File: config.mk
export PLATFORM = sky130hd
export DESIGN_NAME = bus_arbiter_flat
export DESIGN_NICKNAME = d
export VERILOG_FILES = /design/src/rtl/bus_pkg.sv /design/src/rtl/bus_arbiter_if.sv /design/src/rtl/bus_arbiter.sv /design/src/flat_wrapper.sv
export SDC_FILE = /design/constraint.sdc
export NUM_CORES = 1
export LEC_CHECK = 0
export ABC_AREA = 0
export CORE_AREA = 5 5 42 44
export DETAILED_ROUTE_END_ITERATION = 16
export DIE_AREA = 0 0 47 49
export GPL_TIMING_DRIVEN = 1
export PLACE_DENSITY_LB_ADDON = 0.3
export SLEW_MARGIN = 20
export SYNTH_ARGS = -nofsm -noshare
export SYNTH_HDL_FRONTEND = slang
export SYNTH_SLANG_ARGS = --single-unit
File: constraint.sdc
create_clock -name clk -period 1.5 [get_ports clk]
set_clock_uncertainty 0.05 [all_clocks]
set_input_delay 0.3 -clock clk [delete_from_list [all_inputs] [get_ports clk]]
set_output_delay 0.3 -clock clk [all_outputs]
set_load 0.005 [all_outputs]
File: src/rtl/bus_pkg.sv
// Shared definitions for the two-master round-robin bus arbiter.
//   NumMasters : number of requesting masters
//   state_e    : arbiter state encoding (2 bits, all four codes used)
//   arb()      : arbitration decision used from idle and at the end of turnaround
package bus_pkg;

    localparam int unsigned NumMasters = 2;

    typedef enum logic [1:0] {
        StIdle = 2'b00,
        StGnt0 = 2'b01,
        StGnt1 = 2'b10,
        StTurn = 2'b11
    } state_e;

    // On a tie, grant the master that did not own the bus last time.
    function automatic state_e arb(input logic [NumMasters-1:0] req, input logic last);
        state_e res;
        case (req)
            2'b01:   res = StGnt0;
            2'b10:   res = StGnt1;
            2'b11:   res = last ? StGnt0 : StGnt1;
            default: res = StIdle;
        endcase
        return res;
    endfunction

endpackage

File: src/rtl/bus_arbiter_if.sv
// Request/grant bundle between the bus masters and the arbiter.
//   Req : one request line per master
//   Ack : one-hot (or zero) registered grant per master
//   master modport : requester side (drives Req, observes Ack)
//   slave  modport : arbiter side (observes Req, drives Ack)
interface bus_arbiter_if;
    import bus_pkg::*;

    logic [NumMasters-1:0] Req;
    logic [NumMasters-1:0] Ack;

    modport master (output Req, input Ack);
    modport slave  (input Req, output Ack);

endinterface

File: src/rtl/bus_arbiter.sv
// Two-master bus arbiter with registered grant, round-robin tie breaking and a
// DELAY-cycle dead gap after each grant release.
//   clk   : rising-edge clock
//   reset : asynchronous active-low reset
//   bus   : request/grant bundle (slave side)
module bus_arbiter
    import bus_pkg::*;
#(
    parameter int unsigned DELAY = 2
) (
    input  logic           clk,
    input  logic           reset,
    bus_arbiter_if.slave   bus
);

    localparam int unsigned CntW = (DELAY == 0) ? 1 : $clog2(DELAY + 1);
    localparam logic [CntW-1:0] CntLoad = (DELAY > 0) ? CntW'(DELAY - 1) : '0;

    state_e          state_q, state_d;
    logic [CntW-1:0] cnt_q, cnt_d;
    logic            last_q, last_d;  // index of the master granted most recently

    always_ff @(posedge clk or negedge reset) begin
        if (!reset) begin
            state_q <= StIdle;
            cnt_q   <= '0;
            last_q  <= 1'b1;  // master 0 wins the first tie
        end else begin
            state_q <= state_d;
            cnt_q   <= cnt_d;
            last_q  <= last_d;
        end
    end

    always_comb begin
        state_d = state_q;
        cnt_d   = cnt_q;
        last_d  = last_q;
        case (state_q)
            StIdle: begin
                state_d = arb(bus.Req, last_q);
            end
            StGnt0: begin
                if (!bus.Req[0]) begin
                    last_d = 1'b0;
                    if (DELAY > 0) begin
                        state_d = StTurn;
                        cnt_d   = CntLoad;
                    end else begin
                        // No gap: the other master may be granted on this same edge.
                        state_d = arb(bus.Req, 1'b0);
                    end
                end
            end
            StGnt1: begin
                if (!bus.Req[1]) begin
                    last_d = 1'b1;
                    if (DELAY > 0) begin
                        state_d = StTurn;
                        cnt_d   = CntLoad;
                    end else begin
                        state_d = arb(bus.Req, 1'b1);
                    end
                end
            end
            StTurn: begin
                // Requests are only looked at once the gap has fully elapsed.
                if (cnt_q == '0) begin
                    state_d = arb(bus.Req, last_q);
                end else begin
                    cnt_d = cnt_q - 1'b1;
                end
            end
            default: begin
                state_d = StIdle;
                cnt_d   = '0;
            end
        endcase
    end

    // Grant is a pure decode of the state register, so Req never reaches Ack
    // combinationally.
    always_comb begin
        bus.Ack = '0;
        unique case (state_q)
            StGnt0:  bus.Ack = 2'b01;
            StGnt1:  bus.Ack = 2'b10;
            default: bus.Ack = 2'b00;
        endcase
    end

endmodule

File: src/flat_wrapper.sv
// flat-port wrapper written by rule: the top's interface ports become plain ports
module bus_arbiter_flat import bus_pkg::*;
#(
    parameter int unsigned DELAY = 2
)
  (clk, reset, bus_Req, bus_Ack);
  bus_arbiter_if bus_i ();
  input  logic clk;
  input  logic reset;
  input wire logic [$bits(bus_i.Req)-1:0] bus_Req;
  output wire logic [$bits(bus_i.Ack)-1:0] bus_Ack;
  assign bus_i.Req = bus_Req;
  assign bus_Ack = bus_i.Ack;
  bus_arbiter #(.DELAY(DELAY)) u_core (.clk(clk), .reset(reset), .bus(bus_i));
endmodule
==> results of run 1 <==
[final timing paths]
kind	start	to	slack [ps]	cells after the start
setup / recovery	u_core.state_q[0]	u_core.state_q[0]	-8	6
hold reg to reg	u_core.last_q	u_core.last_q	480	2
max in group asynchronous	reset	u_core.last_q	910	1
min in group clk	u_core.last_q	u_core.last_q	480	2
hold / removal	reset	u_core.state_q[1]	230	1
setup reg to reg	u_core.state_q[0]	u_core.state_q[0]	-8	6
[timing repair]
action	in CTS	in global routing
hold buffers	0	0
pin swaps	1	4
resized for setup	6	13
setup endpoints to repair	3	6
setup buffers	4	0
hold endpoints to repair	0	0
[report_power, final]
group / total, W / internal, W / switching (W) / leakage, nW
logic: 0.000887 / 0.000531 / 0.000357 / 0.224
registers: 0.000264 / 0.000211 / 0.0000528 / 0.0560
clock network: 0.000161 / 0.000101 / 0.0000602 / 0.0150
total: 0.00131 / 0.000843 / 0.000470 / 0.295
[final cells by class]
| type | count | area, um2 |
|---|---|---|
| clock buffers | 4 | 26.3 |
| fillers | 141 | 831 |
| inverters | 7 | 28.8 |
| multi-input cells | 25 | 254 |
| flip-flops and latches | 5 | 126 |
| well taps | 16 | 20.0 |
| repair buffers | 14 | 115 |
[through the flow]
step                      hold WS, ps  setup TNS, ps
after floorplan                 -45.6              0
final                             232          -8.41
after global routing              227           -151
after detailed placement          476           -341
after CTS                         233           -156
after global placement            473           -280
[sequential cells by signal, summed over array words and instances (netlist names)]
| register | cells |
|---|---|
| u_core.cnt_q | 2 |
| u_core.state_q | 2 |
| u_core.last_q | 1 |
[placed cells by master, fill, tap and decap left out]
master           n
a21boi_0         1
a21oi_1          2
a22oi_4          1
a311oi_1         1
a31o_2           1
a31oi_1          2
buf_4            7
buf_6            2
clkbuf_1         1
clkbuf_2         2
clkbuf_4         3
clkdlybuf4s50_1  3
dfrtp_1          4
dfstp_2          1
ha_1             3
ha_2             2
ha_4             1
inv_1            5
inv_2            1
inv_4            1
mux2_4           1
mux2i_1          1
nand2_1          3
nand2b_4         2
nor2_1           1
nor2b_1          1
nor2b_4          1
o21ai_0          1
[Yosys cell counts]
cell	count
a31oi_1	2
nand2b_2	1
dfstp_2	1
a22oi_4	1
nand2b_1	1
o21ai_0	1
nor2b_1	2
inv_1	7
nand2_1	3
dfrtp_1	4
mux2_4	1
nor2_1	1
mux2i_1	1
buf_4	1
a31o_2	1
a21boi_0	1
ha_1	6
a21oi_1	2
a311oi_1	1
[cell families after synthesis]
family	synth area share [%]
mux	6.64
compound gates	19.6
flops	33.6
fa+ha+maj	19.9
buf+inv	8.97
simple gates	11.3
[metal layers]
layer  GRT usage [%]  part of all wire, %  up-vias
li1                -                    -      161
met1            10.5                   45      139
met2            13.1                   51        4
met3            2.21                  2.5        2
met4            6.91                  1.2        0
met5               0                    0        -
[worst reg2reg max path, stage by stage, from the launching register on]
cell      delay [ps]
dfrtp_1          410
buf_6            130
inv_4             30
ha_4             150
a22oi_4          240
nand2b_4          80
mux2_4           290
==> impl_metrics.ini, run 1 <==
[clock_tree]
cts-buffers-inserted = 3
cts_tree = yes
cts.clk_slew.worst_paths_ps = 50
worstSkewPairLatency_ps = 240
cts.sinks = 5
cts_root_buffer = clkbuf_4
clock_tree.htree_level_count = 1
cts-root-to-sink-buffers = 2

[placement]
pre_cts_ws_ps = -116
routabilityCongestion = 0.765
placement.cell_area_um2 = 477
place.detailed.hpwl_um = 545
dp_cells = 63
placement.io_buffers = 5

[yosys]
postSynthNetCount = 48
synth_top_area_share_pct = 26.6
ys_seq_area_share_pct = 33.6
synth.lib_cells_used.distinct = 19
ys_ff_latch = 5
syn_inst = 38
synth_top_cell_by_area = dfrtp_1
postSynthAreaPerCell_um2 = 9.91
synthTopCellsByArea = dfrtp_1 27%, ha_1 20%, dfstp_2 7.0%
mappedNetlistArea_um2 = 377
synth_warn = 0

[outcome]
run_status = finished with violations
violations = negative setup slack

[timing]
slew_viol_final = 0
setup_repair_after_global_routing_missed_its_margin = yes
max_freq_ghz = 0.663
timing.final.crit_share_pct = 101
postLayoutSetupSlackWorst_ps = -8.41
layout_min_cycle_time_ps = 1510
max_slew_margin_pct = 83.7
setup_violations = 1
final-hold-violation-count = 0
max_slew.worst_pin.slew_ps = 244

[global_routing]
grt.total_usage_pct = 8.92
maximum_number_of_pins_on_one_net_before_global_route_repair = 6
grt_first_pass_wirelength_mm = 1.43
antenna_found_initial = 0
globalRouteOverflowTotal = 0
grt_pass1_vias = 343

[drt]
vias = 306
viasPerCell = 4.31
totalWireLength_um = 809
ant_nets = 0
detailedRoute.firstIterationViolations = 0
drt_pass1_iterations = 1
drt_drc_violations_left = 0
wl_per_cell_um = 11.4

[power]
power.leakage_nw = 0.295
power.ir.vdd_worst_mv = 1.04
fin_total_pwr_w = 0.00131
cellPowerDensity_mw_per_mm2 = 2300

[finish]
post_route_cell_area_um2 = 571
finalCoreUtilization_pct = 40.7
final-instance-count-excl-fill = 71
area_delta_synth_final_pct = 51.5
drive_above_1_share_pct = 47.3
num-nets-final = 66
insertedDiodeCount = 0

[floorplanning]
dieWidth_um = 47
design.core.area_mm2 = 0.00140
initial_core_util_pct = 26.9
boundaryPins = 6
die_y_um = 49
std_cell_rows = 14
die_area_mm2 = 0.00230

[worst_setup_path]
cp_data_arrival_time_ps = 1590
critical_path_peak_fanout = 4
max_stage_delay_ps = 410
crit_path_end_kind = flip-flop
crit_slowest_cell = dfrtp_1
crit_path_start_kind = flip-flop
worst_ep_required_time_ps = 1580
cpLargestDelayFamily = flip-flops
cp.buffers_inverters = 2
crit_chain = buf_6 -> inv_4 -> ha_4 -> a22oi_4 -> nand2b_4 -> mux2_4
setup.worst_path.class = flip-flop to flip-flop

[min_path]
min_path_type = input pin to asynchronous set/reset pin

[job]
timing.max_cap.violations = 0
Note: power is estimated with default switching activity, not from simulation.
==> run 2: changes to the inputs <==
--- a/config.mk
+++ b/config.mk
@@ -6,11 +6,12 @@
 export NUM_CORES = 1
 export LEC_CHECK = 0
 export ABC_AREA = 0
-export CORE_AREA = 5 5 42 44
+export CORE_AREA = 2 2 39 41
 export DETAILED_ROUTE_END_ITERATION = 16
-export DIE_AREA = 0 0 47 49
+export DIE_AREA = 0 0 41 43
 export GPL_TIMING_DRIVEN = 1
 export PLACE_DENSITY_LB_ADDON = 0.3
+export SETUP_SLACK_MARGIN = 0.02
 export SLEW_MARGIN = 20
 export SYNTH_ARGS = -nofsm -noshare
 export SYNTH_HDL_FRONTEND = slang
==> run 2 against run 1 <==
The run still ends with negative setup slack left. Hold slack improved by 5.1 ps. Global-route usage increased by 3.2 points. Utilization increased by 2.8 points. Final area increased by 5.5%. Combinational power increased by 2.4%. Power increased by 1.5%. Fmax increased by 0.33%. Via count increased by 6.9%.
==> impl_metrics.ini, run 2 (synthesized netlist as in run 1, its figures left out) <==
[drt]
totalWireLength_um = 828
met2RoutedLength_um = 426
top_layer = met4
viasPerCell = 4.42
wl_per_cell_um = 11.2
drt_drc_violations_left = 0
met3_wirelength_um = 31
vias = 327
detailedRoute.firstIterationViolations = 5
wl_met1_um = 362
ant_nets = 0
drt_pass1_iterations = 4

[finish]
area_delta_synth_final_pct = 59.8
mostFrequentLayoutCell = buf_4
drive_above_1_share_pct = 50.0
insertedDiodeCount = 0
most_used_cells_in_the_layout_excluding_fill_and_tap_cells = 9 x buf_4, 5 x inv_1, 4 x dfrtp_1
final-instance-count-excl-fill = 74
num-nets-final = 69
post_route_cell_area_um2 = 602
biggestRegsByFlops = u_core.cnt_q: 2 flops, u_core.state_q: 2 flops, u_core.last_q: 1 flops
fill_cell_count = 135

[power]
pwr-share-seq_pct = 19.8
sw_frac_of_total_pct = 36.0
power.leakage_nw = 0.305
power.internal_w = 0.000852
net-switching-power_w = 0.000479
combPwrFrac_pct = 68.2
cellPowerDensity_mw_per_mm2 = 2210
power.ir.vdd_worst_mv = 0.823
share_clk_of_total_power_pct = 12.0

[placement]
routabilityCongestion = 0.747
place.detailed.hpwl_um = 552
placement.cell_area_um2 = 477
placement.io_buffers = 5
dp_cells = 63

[floorplanning]
dieWidth_um = 41
std_cell_rows = 14
die_y_um = 43
initial_core_util_pct = 27.2
boundaryPins = 6
design.core.area_mm2 = 0.00138
die_area_mm2 = 0.00176

[job]
timing.max_cap.violations = 0

[worst_setup_path]
crit_path_start_kind = flip-flop
r2r.worst_path.cells = 6
critical_path_peak_fanout = 3
regToRegStartpoint = u_core.state_q[1]
path_common_cell = buf_6
r2r_slack_ps = -4
endpoint_of_the_worst_slack_reg_to_reg_timing_path = u_core.state_q[0]
crit_slowest_cell = dfrtp_1
cp_data_arrival_time_ps = 1580
worst_ep_required_time_ps = 1570
max_stage_delay_ps = 400
crit_chain = buf_6 -> buf_6 -> ha_4 -> nor2b_4 -> nand2b_4 -> mux2_4
crit_path_end_kind = flip-flop
setup.worst_path.class = flip-flop to flip-flop

[outcome]
violations = negative setup slack
run_status = finished with violations

[clock_tree]
cts-root-to-sink-buffers = 2
cts_root_buffer = clkbuf_4
cts_tree = yes
cts_hold_buffers = 0
cts-buffers-inserted = 3
worstSkewPairLatency_ps = 240
cts.clk_slew.worst_paths_ps = 50
cts.sinks = 5
clock_tree.htree_level_count = 1

[timing]
setup_violations = 1
timing.final.crit_share_pct = 100
layout_min_cycle_time_ps = 1500
final-hold-violation-count = 0
setup_repair_after_global_routing_missed_its_margin = yes
max_slew_margin_pct = 83.4
postLayoutSetupSlackWorst_ps = -3.50
slew_viol_final = 0
max_slew.worst_pin.slew_ps = 248
max_freq_ghz = 0.665

[min_path]
min_path_type = input pin to asynchronous set/reset pin

[global_routing]
globalRouteOverflowTotal = 0
grt.total_usage_pct = 12.1
antenna_found_initial = 0
maximum_number_of_pins_on_one_net_before_global_route_repair = 6
grt_first_pass_wirelength_mm = 1.37
grt_pass1_vias = 341
-- run 2: cell type report --
class	instances	area (um2)	share of cell area, %
Clock buffer	4	26.3	4.37
Multi-Input combinational cell	25	259	43.0
Timing Repair Buffer	17	141	23.5
Sequential cell	5	126	21.0
Tap cell	16	20.0	3.33
Inverter	7	28.8	4.78
-- run 2: timing repair --
item | CTS | global route
resized for setup | 20 | 2
setup endpoints to repair | 3 | 6
pin swaps | 2 | 2
hold endpoints to repair | 0 | 0
setup buffers | 7 | 0
-- run 2: power by group through the flow --
stage                     clock [W]  combinational (W)  sequential [W]
after floorplan                   0           0.000426        0.000256
after global placement            0           0.000644        0.000271
after detailed placement          0           0.000651        0.000271
after CTS                  0.000166           0.000902        0.000261
after global routing       0.000180           0.000991        0.000272
final                      0.000160           0.000908        0.000264
-- run 2: worst max-delay path: cells and delay by family (launching register included) --
kind	cells	cell delay (ps)
flip-flops	1	400
adder cells (fa/ha/maj)	1	150
multiplexers	1	290
AND/OR/NAND/NOR	2	260
buffers and inverters	2	240
-- run 2: worst max path at each step --
stage / startpoint / endpoint / cells past startpoint
final: u_core.state_q[1] / u_core.state_q[0] / 6
after detailed placement: bus_Req[1] / u_core.state_q[0] / 4
after CTS: u_core.state_q[1] / bus_Ack[1] / 3
after floorplan: u_core.state_q[0] / u_core.state_q[0] / 5
after global routing: u_core.state_q[1] / u_core.state_q[0] / 5
after global placement: bus_Req[1] / u_core.state_q[0] / 4
-- run 2: through the flow --
step / hold slack, ps / total power, W / worst slack (ps) / util (%) / setup TNS [ps]
2_1_floorplan: -45.6 / 0.000682 / 63.5 / - / 0
3_3_place_gp: 470 / 0.000915 / -98.0 / 34.4 / -247
3_5_place_dp: 468 / 0.000922 / -108 / 34.4 / -285
4_1_cts: 237 / 0.00133 / -0.574 / 43.7 / -0.574
5_1_grt: 238 / 0.00144 / -42.0 / 43.5 / -79.6
6_report: 237 / 0.00133 / -3.50 / 43.5 / -3.50
-- run 2: layer usage --
metal | global-route usage, % | vias to the layer above
met5 | 0 | -
met4 | 8.00 | 0
met3 | 4.71 | 2
met2 | 18.4 | 4
met1 | 13.1 | 153
li1 | - | 168
==> run 3: changes to the inputs <==
--- a/config.mk
+++ b/config.mk
@@ -6,9 +6,9 @@
 export NUM_CORES = 1
 export LEC_CHECK = 0
 export ABC_AREA = 0
-export CORE_AREA = 2 2 39 41
+export CORE_AREA = 3 3 40 42
 export DETAILED_ROUTE_END_ITERATION = 16
-export DIE_AREA = 0 0 41 43
+export DIE_AREA = 0 0 43 45
 export GPL_TIMING_DRIVEN = 1
 export PLACE_DENSITY_LB_ADDON = 0.3
 export SETUP_SLACK_MARGIN = 0.02
==> run 3 against run 2 <==
The run still ends with negative setup slack left. First-iteration DRC count is 120% higher. Routed wire length is 0.97% higher. Clock power hardly changed. Final cell count is 5.4% lower. Power is 2.2% higher. Setup slack worse by 5.0 ps. Flip-flop and latch count stayed put. Die area is 9.8% higher. Sequential share of layout area is 0.66 points higher. Via count is 1.2% lower. Critical endpoint unchanged. Largest cell class unchanged. Highest routed layer is now met3.
==> impl_metrics.ini, run 3 (synthesized netlist as in run 1, its figures left out) <==
[outcome]
run_status = finished with violations
violations = negative setup slack

[global_routing]
grt_first_pass_wirelength_mm = 1.28
antenna_found_initial = 0
globalRouteOverflowTotal = 0
maximum_number_of_pins_on_one_net_before_global_route_repair = 6
grt.total_usage_pct = 9.44
grt_pass1_vias = 299

[finish]
num-nets-final = 66
insertedDiodeCount = 0
area_delta_synth_final_pct = 56.5
post_route_cell_area_um2 = 589
most_used_cells_in_the_layout_excluding_fill_and_tap_cells = 7 x buf_4, 5 x inv_1, 3 x clkbuf_4, 3 x clkdlybuf4s50_1, 3 x dfrtp_1
biggestRegsByFlops = u_core.cnt_q: 2 flops, u_core.state_q: 2 flops, u_core.last_q: 1 flops
fill_cell_count = 128
mostFrequentLayoutCell = buf_4
drive_above_1_share_pct = 54.5

[timing]
final-hold-violation-count = 0
slew_viol_final = 0
max_freq_ghz = 0.663
max_slew.worst_pin.slew_ps = 259
max_slew_margin_pct = 82.7
setup_violations = 1
timing.final.crit_share_pct = 101
layout_min_cycle_time_ps = 1510
postLayoutSetupSlackWorst_ps = -8.54
setup_repair_after_global_routing_missed_its_margin = yes

[placement]
placement.cell_area_um2 = 475
place.detailed.hpwl_um = 541
routabilityCongestion = 0.765
pre_cts_ws_ps = -116
placement.io_buffers = 5

[power]
power.leakage_nw = 0.296
power.ir.vdd_worst_mv = 0.857
cellPowerDensity_mw_per_mm2 = 2310

[drt]
drt_drc_violations_left = 0
wl_per_cell_um = 11.9
viasPerCell = 4.61
ant_nets = 0
totalWireLength_um = 836
vias = 323
detailedRoute.firstIterationViolations = 11
drt_pass1_iterations = 4

[clock_tree]
cts_hold_buffers = 0
cts-root-to-sink-buffers = 2
cts-buffers-inserted = 3
worstSkewPairLatency_ps = 250
cts_root_buffer = clkbuf_4
cts.sinks = 5
cts.clk_slew.worst_paths_ps = 50
cts_tree = yes
clock_tree.htree_level_count = 1

[worst_setup_path]
setup.worst_path.class = flip-flop to flip-flop
crit_chain = buf_6 -> buf_6 -> ha_4 -> nor2b_4 -> nand2b_4 -> mux2_4
crit_slowest_cell = dfrtp_2
crit_path_start_kind = flip-flop
critical_path_peak_fanout = 2
crit_path_end_kind = flip-flop
path_common_cell = buf_6
max_stage_delay_ps = 410
cp_data_arrival_time_ps = 1590
worst_ep_required_time_ps = 1580

[job]
timing.max_cap.violations = 0

[floorplanning]
dieWidth_um = 43
design.core.area_mm2 = 0.00128
die_area_mm2 = 0.00194
boundaryPins = 6
std_cell_rows = 13
initial_core_util_pct = 29.3
die_y_um = 45

[min_path]
min_path_type = input pin to asynchronous set/reset pin
[run 3: worst paths after layout]
path	from	cells past startpoint	to	slack, ps
setup / recovery	u_core.state_q[0]	6	u_core.state_q[0]	-9
hold / removal	reset	1	u_core.cnt_q[0]	240
setup reg to reg	u_core.state_q[0]	6	u_core.state_q[0]	-9
min in group clk	u_core.last_q	2	u_core.last_q	480
hold reg to reg	u_core.last_q	2	u_core.last_q	480
max in group asynchronous	reset	1	u_core.last_q	900
[run 3: per-stage QoR]
stage / setup TNS, ps / instances / total power (W) / hold slack [ps] / utilization (%)
2_1_floorplan: 0 / 38 / 0.000682 / -45.6 / -
3_3_place_gp: -277 / 62 / 0.000916 / 466 / 37.0
6_report: -8.54 / 70 / 0.00136 / 237 / 45.9
5_1_grt: -121 / 70 / 0.00147 / 241 / 45.9
3_5_place_dp: -350 / 62 / 0.000917 / 458 / 37.0
4_1_cts: -160 / 70 / 0.00125 / 239 / 43.4
[run 3: area by class of cell]
class                           instances  area [um2]  area share, %
Multi-Input combinational cell         25         275           46.7
Timing Repair Buffer                   14         115           19.5
Tap cell                               15        18.8           3.18
Clock buffer                            4        26.3           4.46
Sequential cell                         5         128           21.7
Inverter                                7        26.3           4.46
[run 3: metal layers]
metal	vias to the layer above	wire length [um]	global-route usage, %
met1	150	372	10.9
met2	11	403	14.7
met5	-	0	0
met3	0	60	7.57
met4	0	0	0
li1	162	-	-
[run 3: report_power, final]
| group | switching, W | leakage [nW] | total, W | internal, W |
|---|---|---|---|---|
| sequential | 0.0000454 | 0.0552 | 0.000259 | 0.000213 |
| clock | 0.0000589 | 0.0150 | 0.000160 | 0.000101 |
| combinational | 0.000391 | 0.226 | 0.000943 | 0.000552 |
| total | 0.000495 | 0.296 | 0.00136 | 0.000866 |
[run 3: critical path, delay by kind of cell, from the launching register on]
family,cells,cell delay [ps]
mux,1,290
fa+ha+maj,1,150
buf+inv,2,230
flops,1,410
simple gates,2,270
[run 3: what timing repair did]
item,4_1_cts,5_1_grt
setup endpoints to repair,4,6
gates resized for setup,12,11
pin swaps,2,4
buffers inserted,4,0
==> RTL change: new RTL, settings of run 2 <==
Change the package constant `NumMasters` from 2 to 4.
--- a/src/rtl/bus_pkg.sv
+++ b/src/rtl/bus_pkg.sv
@@ -4,7 +4,7 @@
 //   arb()      : arbitration decision used from idle and at the end of turnaround
 package bus_pkg;
 
-    localparam int unsigned NumMasters = 2;
+    localparam int unsigned NumMasters = 4;
 
     typedef enum logic [1:0] {
         StIdle = 2'b00,
Ports: changed (resized bus_Ack and bus_Req); port bits go from 6 to 10. The function was not compared with the original's and may differ.
==> RTL change against run 2 <==
  * Synthesized area up 3.0%
  * Routed wire length down 9.1%
  * Core utilization down 3.1 points
  * Non-clock buffer count down 4
  * Setup slack better by 46 ps
  * Sequential cell count unchanged
  * Power down 13%
  * Die area unchanged
  * Design area down 7.1%
  * Critical path type is now reg2out
  * Highest routed layer unchanged
==> RTL change: results (changes against run 2) <==
| Metric | Value |
|---|---|
| Worst EP arrival | `1110 ps (-470 ps)` |
| First-pass GRT wire length | `1310 um (-4.5%)` |
| Drc violations | `0 (unchanged)` |
| Routability cong. | `0.716 (-4.1%)` |
| Metal3 WL | `21 um (-32%)` |
| Hold Crit Class | `in2async` |
| Vias in the first global route | `332 (-2.6%)` |
| Fraction of layout cells with a size suffix above 1 | `39.3% (-11 points)` |
| Pin count of the biggest net entering global routing | `9 (+3)` |
| Register area share after synthesis | `32.6% (-0.97 points)` |
| Met1 wire length | `355 um (-1.9%)` |
| CTS resizes | `10 (-50%)` |
| Most common library cells after synthesis | `ha_1 (5), dfrtp_1 (4), inv_1 (4)` |
| Maximum fanout along the worst path | `2 (-1)` |
| GRT Util Overall | `11.5% (-0.58 points)` |
| Drt first pass iters | `2 (-2)` |
| Compound-Gate Fraction of Synth Area | `23.9% (+4.3 points)` |
| PortBufs | `7 (+2)` |
| Initial antenna violation count | `0 (unchanged)` |
| Post-synthesis mux area share | `0% (-6.6 points)` |
| Slowest Stage Delay on Critical Path | `420 ps (+20 ps)` |
| CP delay by family, top | `flip-flops` |
| Most used flip-flop cell after synthesis | `dfrtp_1` |
| Adder-cell area share of the yosys netlist | `16.1% (-3.8 points)` |
| NumNets Final | `68 (-1.4%)` |
| Leakage Power | `0.000259 uW (-15%)` |
| Worst Setup EP | `bus_Ack[0]` |
| WL/cell | `10.5 um (-6.5%)` |
| DP HPWL | `600 um (+8.9%)` |
| Antenna Cells | `0 (unchanged)` |
| Via count | `319 (-2.4%)` |
| Htree depth | `1 (unchanged)` |
| Met2 Track Usage GR | `15.3% (-3.1 points)` |
| GR Util met3 | `3.14% (-1.6 points)` |
| Root buf cell | `clkbuf_4` |
| FF-to-FF Start | `u_core.state_q[1]` |
| Reg2reg end | `u_core.cnt_q[0]` |
| WHS | `234 ps (-3.27 ps)` |
| Fill count | `144 (+6.7%)` |
| Max layer used | `met4` |
| Status | `finished, final reports clean` |
| R2R setup slack | `50 ps (+50 ps)` |
| Met1 usage | `14.5% (+1.4 points)` |
| Slowest-stage cell, CP | `dfrtp_1` |
| Post-CTS setup buffer count | `1 (-6)` |
| Initial DRC Count | `2 (-3)` |
| Clock Path Buffers | `2 (unchanged)` |
| Largest regs | `u_core.cnt_q: 2 flops, u_core.state_q: 2 flops, u_core.last_q: 1 flops` |
| VDD IR max | `1.07 mV (+30%)` |
| Critical Path Start | `u_core.state_q[1]` |
| Xor/xnor share of the synthesized area | `0% (unchanged)` |
| DR WL met2 | `361 um (-15%)` |
| CTS buffer count | `3 (unchanged)` |
| Ranking of synthesized cells by area | `dfrtp_1 (26%), ha_1 (16%), dfstp_2 (6.8%)` |
| Clock transition at the registers of the reported paths | `50 ps (about the same)` |
-- RTL change: changes by cell type after synthesis, moves of 2 or more --
cell | before | now
inv_1 | 7 | 4
buf_4 | 1 | 3
nand2b_1 | 1 | 3
nand3_1 | 0 | 2
nor2_1 | 1 | 3
-- RTL change: power breakdown --
group	switching [uW]	internal (uW)	total, uW
registers	58.9	213	272
logic	326	397	723
clock network	56.9	101	158
-- RTL change: stage by stage --
step	cells	area (um^2)	util, %	setup TNS, ps	setup WS, ps
final	72	559	40.4	0	42.8
after global routing	72	559	40.4	-144	-57.7
after CTS	72	541	39.1	0	12.6
after detailed placement	67	497	35.9	-107	-33.1
after global placement	67	497	35.9	-28.6	-27.6
after floorplan	42	392	-	0	80.8
-- RTL change: cell type report --
cell class                      instances  area [um^2]  area share, %
Multi-Input combinational cell         30          255           45.6
Tap cell                               16         20.0           3.58
Timing Repair Buffer                   13          114           20.4
Inverter                                4         17.5           3.13
Sequential cell                         5          126           22.6
Clock buffer                            4         26.3           4.70
